===== src/rtl/rf_wb_queue.sv =====
// In-order write-back queue feeding the register file's single write port.
// Define RF_WB_FWD_EN to enable forwarding of pending writes to the read ports.
module rf_wb_queue #(
    parameter int unsigned DEPTH = 4,
    parameter int unsigned DW    = 16,
    parameter int unsigned AW    = 4,
    localparam int unsigned CW   = $clog2(DEPTH + 1)
) (
    input  logic          clk,
    input  logic          rst,
    input  logic          alu_vld,
    output logic          alu_rdy,
    input  logic [AW-1:0] alu_addr,
    input  logic [DW-1:0] alu_data,
    input  logic          ld_vld,
    output logic          ld_rdy,
    input  logic [AW-1:0] ld_addr,
    input  logic [DW-1:0] ld_data,
    input  logic          wb_hold,
    input  logic          hlt,
    output logic [AW-1:0] dst_addr,
    output logic [DW-1:0] dst,
    output logic          we,
    input  logic [AW-1:0] p0_addr,
    input  logic [AW-1:0] p1_addr,
    output logic          fwd0_hit,
    output logic [DW-1:0] fwd0_data,
    output logic          fwd1_hit,
    output logic [DW-1:0] fwd1_data,
    output logic [CW-1:0] count,
    output logic          drained
);

    localparam int unsigned PW = $clog2(DEPTH);

    logic [AW-1:0] q_addr [DEPTH];
    logic [DW-1:0] q_data [DEPTH];
    logic [PW-1:0] wr_ptr;
    logic [PW-1:0] rd_ptr;

    logic          acc_ld;
    logic          acc_alu;
    logic          push;
    logic          pop;
    logic [AW-1:0] push_addr;
    logic [DW-1:0] push_data;

    // Ready depends only on registered occupancy, never on this cycle's pop.
    assign ld_rdy  = ~hlt & (count < CW'(DEPTH));
    assign alu_rdy = ld_rdy & ~ld_vld;

    assign acc_ld    = ld_vld & ld_rdy;
    assign acc_alu   = alu_vld & alu_rdy;
    assign push_addr = acc_ld ? ld_addr : alu_addr;
    assign push_data = acc_ld ? ld_data : alu_data;
    assign push      = (acc_ld | acc_alu) & (push_addr != '0);
    assign pop       = (count != '0) & ~wb_hold;

    always_ff @(posedge clk or posedge rst) begin
        if (rst) begin
            wr_ptr   <= '0;
            rd_ptr   <= '0;
            count    <= '0;
            we       <= 1'b0;
            dst_addr <= '0;
            dst      <= '0;
            drained  <= 1'b0;
        end else begin
            drained <= hlt & (count == '0) & ~we;
            if (push) begin
                wr_ptr <= wr_ptr + 1'b1;
            end
            if (pop) begin
                rd_ptr   <= rd_ptr + 1'b1;
                dst_addr <= q_addr[rd_ptr];
                dst      <= q_data[rd_ptr];
                we       <= 1'b1;
            end else begin
                we <= 1'b0;
            end
            if (push && !pop) begin
                count <= count + 1'b1;
            end else if (pop && !push) begin
                count <= count - 1'b1;
            end
        end
    end

    // Entry storage needs no reset: validity is tracked by count.
    always_ff @(posedge clk) begin
        if (push) begin
            q_addr[wr_ptr] <= push_addr;
            q_data[wr_ptr] <= push_data;
        end
    end

`ifdef RF_WB_FWD_EN
    // Scan output stage, then oldest to newest entry, so the newest match wins.
    always_comb begin
        logic [PW-1:0] idx;
        fwd0_hit  = 1'b0;
        fwd0_data = '0;
        fwd1_hit  = 1'b0;
        fwd1_data = '0;
        idx       = '0;
        if (we && dst_addr == p0_addr) begin
            fwd0_hit  = 1'b1;
            fwd0_data = dst;
        end
        if (we && dst_addr == p1_addr) begin
            fwd1_hit  = 1'b1;
            fwd1_data = dst;
        end
        for (int i = 0; i < DEPTH; i++) begin
            idx = rd_ptr + PW'(i);
            if (CW'(i) < count) begin
                if (q_addr[idx] == p0_addr) begin
                    fwd0_hit  = 1'b1;
                    fwd0_data = q_data[idx];
                end
                if (q_addr[idx] == p1_addr) begin
                    fwd1_hit  = 1'b1;
                    fwd1_data = q_data[idx];
                end
            end
        end
        if (p0_addr == '0) begin
            fwd0_hit  = 1'b0;
            fwd0_data = '0;
        end
        if (p1_addr == '0) begin
            fwd1_hit  = 1'b0;
            fwd1_data = '0;
        end
    end
`else
    logic unused_fwd;
    assign unused_fwd = ^{p0_addr, p1_addr};
    assign fwd0_hit   = 1'b0;
    assign fwd0_data  = '0;
    assign fwd1_hit   = 1'b0;
    assign fwd1_data  = '0;
`endif

endmodule


===== config.mk =====
export PLATFORM = sky130hd
export DESIGN_NAME = rf_wb_queue
export DESIGN_NICKNAME = d
export VERILOG_FILES = /design/src/rtl/rf_wb_queue.sv
export SDC_FILE = /design/constraint.sdc
export NUM_CORES = 1
export LEC_CHECK = 0
export ABC_AREA = 1
export CORE_UTILIZATION = 45
export DETAILED_ROUTE_END_ITERATION = 10
export PLACE_DENSITY = 0.76
export SLEW_MARGIN = 20
export SYNTH_ARGS = -nofsm -noshare
export SYNTH_HDL_FRONTEND = slang
export SYNTH_SLANG_ARGS = --single-unit

===== constraint.sdc =====
create_clock -name clk -period 2.12 [get_ports clk]
set_clock_uncertainty 0.05 [all_clocks]
set_input_delay 0.424 -clock clk [delete_from_list [all_inputs] [get_ports clk]]
set_output_delay 0.424 -clock clk [all_outputs]
set_load 0.02 [all_outputs]

==> results.yml <==
synthesis:
  synth.ff_latch_count: 109
  synth.cell_area_sq_um: 4770
  synthesis.instances: 403
  synth_flop_cell: "sky130_fd_sc_hd__edfxtp_1"
  synth_edf_count: 80
  yosysUniqueCellTypes: 27
  async_flop_share_pct: 26.6
  synthesis.yosys.warnings: 0
  synth.avg_cell_area_sq_um: 11.8
  synth-seq-area-share_pct: 65.6
cts:
  clock_latency_ns: 0.37
  clkSlewWorstSetupHoldPaths_ns: 0.11
  cts_tree: "done"
  htree_num_levels: 3
  cts.root.buffer_cell: "sky130_fd_sc_hd__clkbuf_8"
  maximum_clock_insertion_buffer_count: 2
  cts_num_sinks: 109
  numCtsBuffers: 9
timing:
  report.final.setup_viol: 2
  timing.final.crit_share_pct: 109
  setup_tns_ns: -0.290
  tightest_slew_ns: 0.600
  fmaxAchievable_mhz: 433
  hold_slack_ns: 0.381
  report.final.slew_viol_count: 0
  grt_setup_unrepaired: "true"
  max-slew-margin-rel_pct: 60.0
  layout_setup_ws_ns: -0.190
  fin_hold_viols: 0
  timing.final.crit_period_ns: 2.31
grt:
  grt_pass1_wl_microns: 14600
  antenna_found_initial: 0
  largest_net_degree_at_the_start_of_global_routing: 44
  globalRouteOverflowTotal: 0
  grt_use_total_pct: 17.4
  first_global_vias: 3036
drt:
  overall_routed_net_length_microns: 9120
  drc: 0
  first_pass_iters: 4
  violation_count_after_the_first_detailed_route_iteration: 119
  top_signal_layer_used: "met4"
  routed-wl-met3_microns: 600
  route.antenna.remaining_nets: 0
  avgViaCountPerCell: 4.87
  met2RoutedLength_microns: 4650
  met1_routed_wirelength_after_detailed_routing_microns: 3700
  total_number_of_vias: 3124
  routed_wire_length_per_instance_microns: 14.2
placement:
  port_buffers: 72
  placed_area_sq_um: 5670
  post-place-cells: 618
  place.gp.congestion: 0.729
  place_ws_ns: -0.687
  dp_hpwl_microns: 6070
finish:
  final_design_area_no_fill_sq_um: 5970
  antennaDiodeCount: 0
  multi_input_comb_area_sq_um: 1410
  final_layout_size_suffix_gt1_share_pct: 18.0
  nFillCells: 822
  layout.cells.most_common_list: "102 x sky130_fd_sc_hd__nor2_1, 80 x sky130_fd_sc_hd__edfxtp_1, 68 x sky130_fd_sc_hd__clkdlybuf4s50_1"
  net_count_final: 560
  layout.cells.most_common: "sky130_fd_sc_hd__nor2_1"
  storage_element_area_sq_um: 3130
  syn_to_final_growth_pct: 25.3
  finish.cell_count_without_fillers: 641
  postLayoutCoreUtil_pct: 58.1
power_and_ir_drop:
  vdd.ir_drop.worst_v: 0.000632
  p_total_mw: 7.21
  power-per-cell-area_nw_per_um2: 1210
  clkPwrFrac_pct: 17.5
  internal_power_mw: 4.52
  power_frac_comb_pct: 40.2
  power.share.sequential_pct: 42.3
  p_switching_mw: 2.69
  power.leakage_nw: 2.29
  fraction_of_power_spent_switching_nets_pct: 37.3
worst_setup_path:
  worstSetupEndpointType: "register"
  crit_path_launch_type: "register"
  worst-path-max-fanout: 6
  worst-endpoint-arrival_ns: 2.52
  criticalPathCategory: "register to register"
  worstPathRequired_ns: 2.33
outcome:
  failed_checks: "negative setup slack"
  run_status: "finished with violations"
min_path:
  min-delay-path-class: "primary input to asynchronous set/reset pin"
floorplanning:
  die-height_microns: 105
  num_io_pins: 115
  dieWidth_microns: 105
  placement_rows: 37
  start_util_pct: 46.4
  die_area_sq_um: 11000
  fp.coreArea_sq_um: 10300
flow_run:
  cap_violations: 0
sequential cells by signal (all words and copies together) (netlist names), 2 cells and up:
name	cells
rd_ptr	2
dst	16
count	3
q_addr	16
dst_addr	4
q_data	64
wr_ptr	2
cell usage after synthesis, types with 2 or more instances:
library cell               count  share of area, %
sky130_fd_sc_hd__a31oi_1      20               2.6
sky130_fd_sc_hd__buf_2         8              0.84
sky130_fd_sc_hd__buf_4        34               5.4
sky130_fd_sc_hd__buf_6         2              0.47
sky130_fd_sc_hd__clkbuf_1      9              0.71
sky130_fd_sc_hd__dfrtp_1      29                15
sky130_fd_sc_hd__edfxtp_1     80                50
sky130_fd_sc_hd__ha_1          5               1.3
sky130_fd_sc_hd__inv_1        13               1.0
sky130_fd_sc_hd__mux2_2       13               3.1
sky130_fd_sc_hd__mux2_4        4               1.3
sky130_fd_sc_hd__nand2_1      13               1.0
sky130_fd_sc_hd__nand2_2       5              0.66
sky130_fd_sc_hd__nand2_4       2              0.47
sky130_fd_sc_hd__nand3_1       6              0.63
sky130_fd_sc_hd__nor2_1      106               8.3
sky130_fd_sc_hd__nor2_2        2              0.26
sky130_fd_sc_hd__nor2_4        2              0.47
sky130_fd_sc_hd__o21ai_0      40               4.2
sky130_fd_sc_hd__xor2_1        3              0.55
routing by layer:
metal	global-route usage [%]	vias to the layer above
met1	20.3	1472
met4	7.24	0
li1	-	1509
met5	0	-
met3	4.43	16
met2	30.5	127
path summary, 6_finish.rpt:
kind | from | end | slack (ns) | cells past startpoint
max in group asynchronous | rst | count[2] | 1.32 | 3
worst max register to register | count[2] | count[2] | -0.19 | 14
min in group clk | we | drained | 0.40 | 1
worst min-delay path | rst | dst[11] | 0.38 | 3
worst min register to register | we | drained | 0.40 | 1
worst max-delay path | count[2] | count[2] | -0.19 | 14
cell families after synthesis:
| kind of cell | after synthesis | synth area share [%] |
|---|---|---|
| AND/OR/NAND/NOR | 137 | 12.0 |
| flip-flops | 109 | 65.6 |
| buffers and inverters | 67 | 8.48 |
| AO/OA/AOI/OAI | 62 | 7.04 |
| multiplexers | 17 | 4.33 |
| adder cells (fa/ha/maj) | 6 | 1.73 |
| XOR/XNOR | 4 | 0.735 |
| other | 1 | 0.0787 |
final cells by class:
| cell class | instances | share of cell area (%) |
|---|---|---|
| repair buffers | 106 | 16.7 |
| flip-flops and latches | 109 | 52.4 |
| multi-input cells | 260 | 23.6 |
| inverters | 14 | 0.922 |
| clock inverters | 7 | 1.45 |
| well taps | 136 | 2.85 |
| clock buffers | 9 | 2.07 |
power groups by stage:
stage          Sequential, mW  Combinational, mW  Clock [mW]
2_1_floorplan            3.32               1.55           0
3_3_place_gp             3.08               2.74           0
3_5_place_dp             3.10               2.85           0
4_1_cts                  3.06               2.90        1.28
5_1_grt                  3.10               3.19        1.36
6_report                 3.05               2.90        1.26
critical path, stage by stage, from the launching register on:
cell                      delay [ns]
sky130_fd_sc_hd__dfrtp_2        0.45
sky130_fd_sc_hd__nor2_4         0.11
sky130_fd_sc_hd__buf_6          0.12
sky130_fd_sc_hd__nand3_1        0.10
sky130_fd_sc_hd__nand2_2        0.11
sky130_fd_sc_hd__nor2_2         0.04
sky130_fd_sc_hd__nand2_2        0.08
sky130_fd_sc_hd__nand2_4        0.05
sky130_fd_sc_hd__inv_2          0.06
sky130_fd_sc_hd__ha_4           0.13
sky130_fd_sc_hd__inv_4          0.03
sky130_fd_sc_hd__fa_1           0.43
sky130_fd_sc_hd__a21oi_1        0.19
sky130_fd_sc_hd__o21ai_1        0.11
sky130_fd_sc_hd__xor2_1         0.15
timing repair:
item,4_1_cts,5_1_grt
pin swaps,11,1
resized for setup,13,3
setup buffers,6,1
endpoints found under the setup margin,4,12
hold buffers,0,0
gates cloned,0,0
Power figures use the tool's default switching activity.
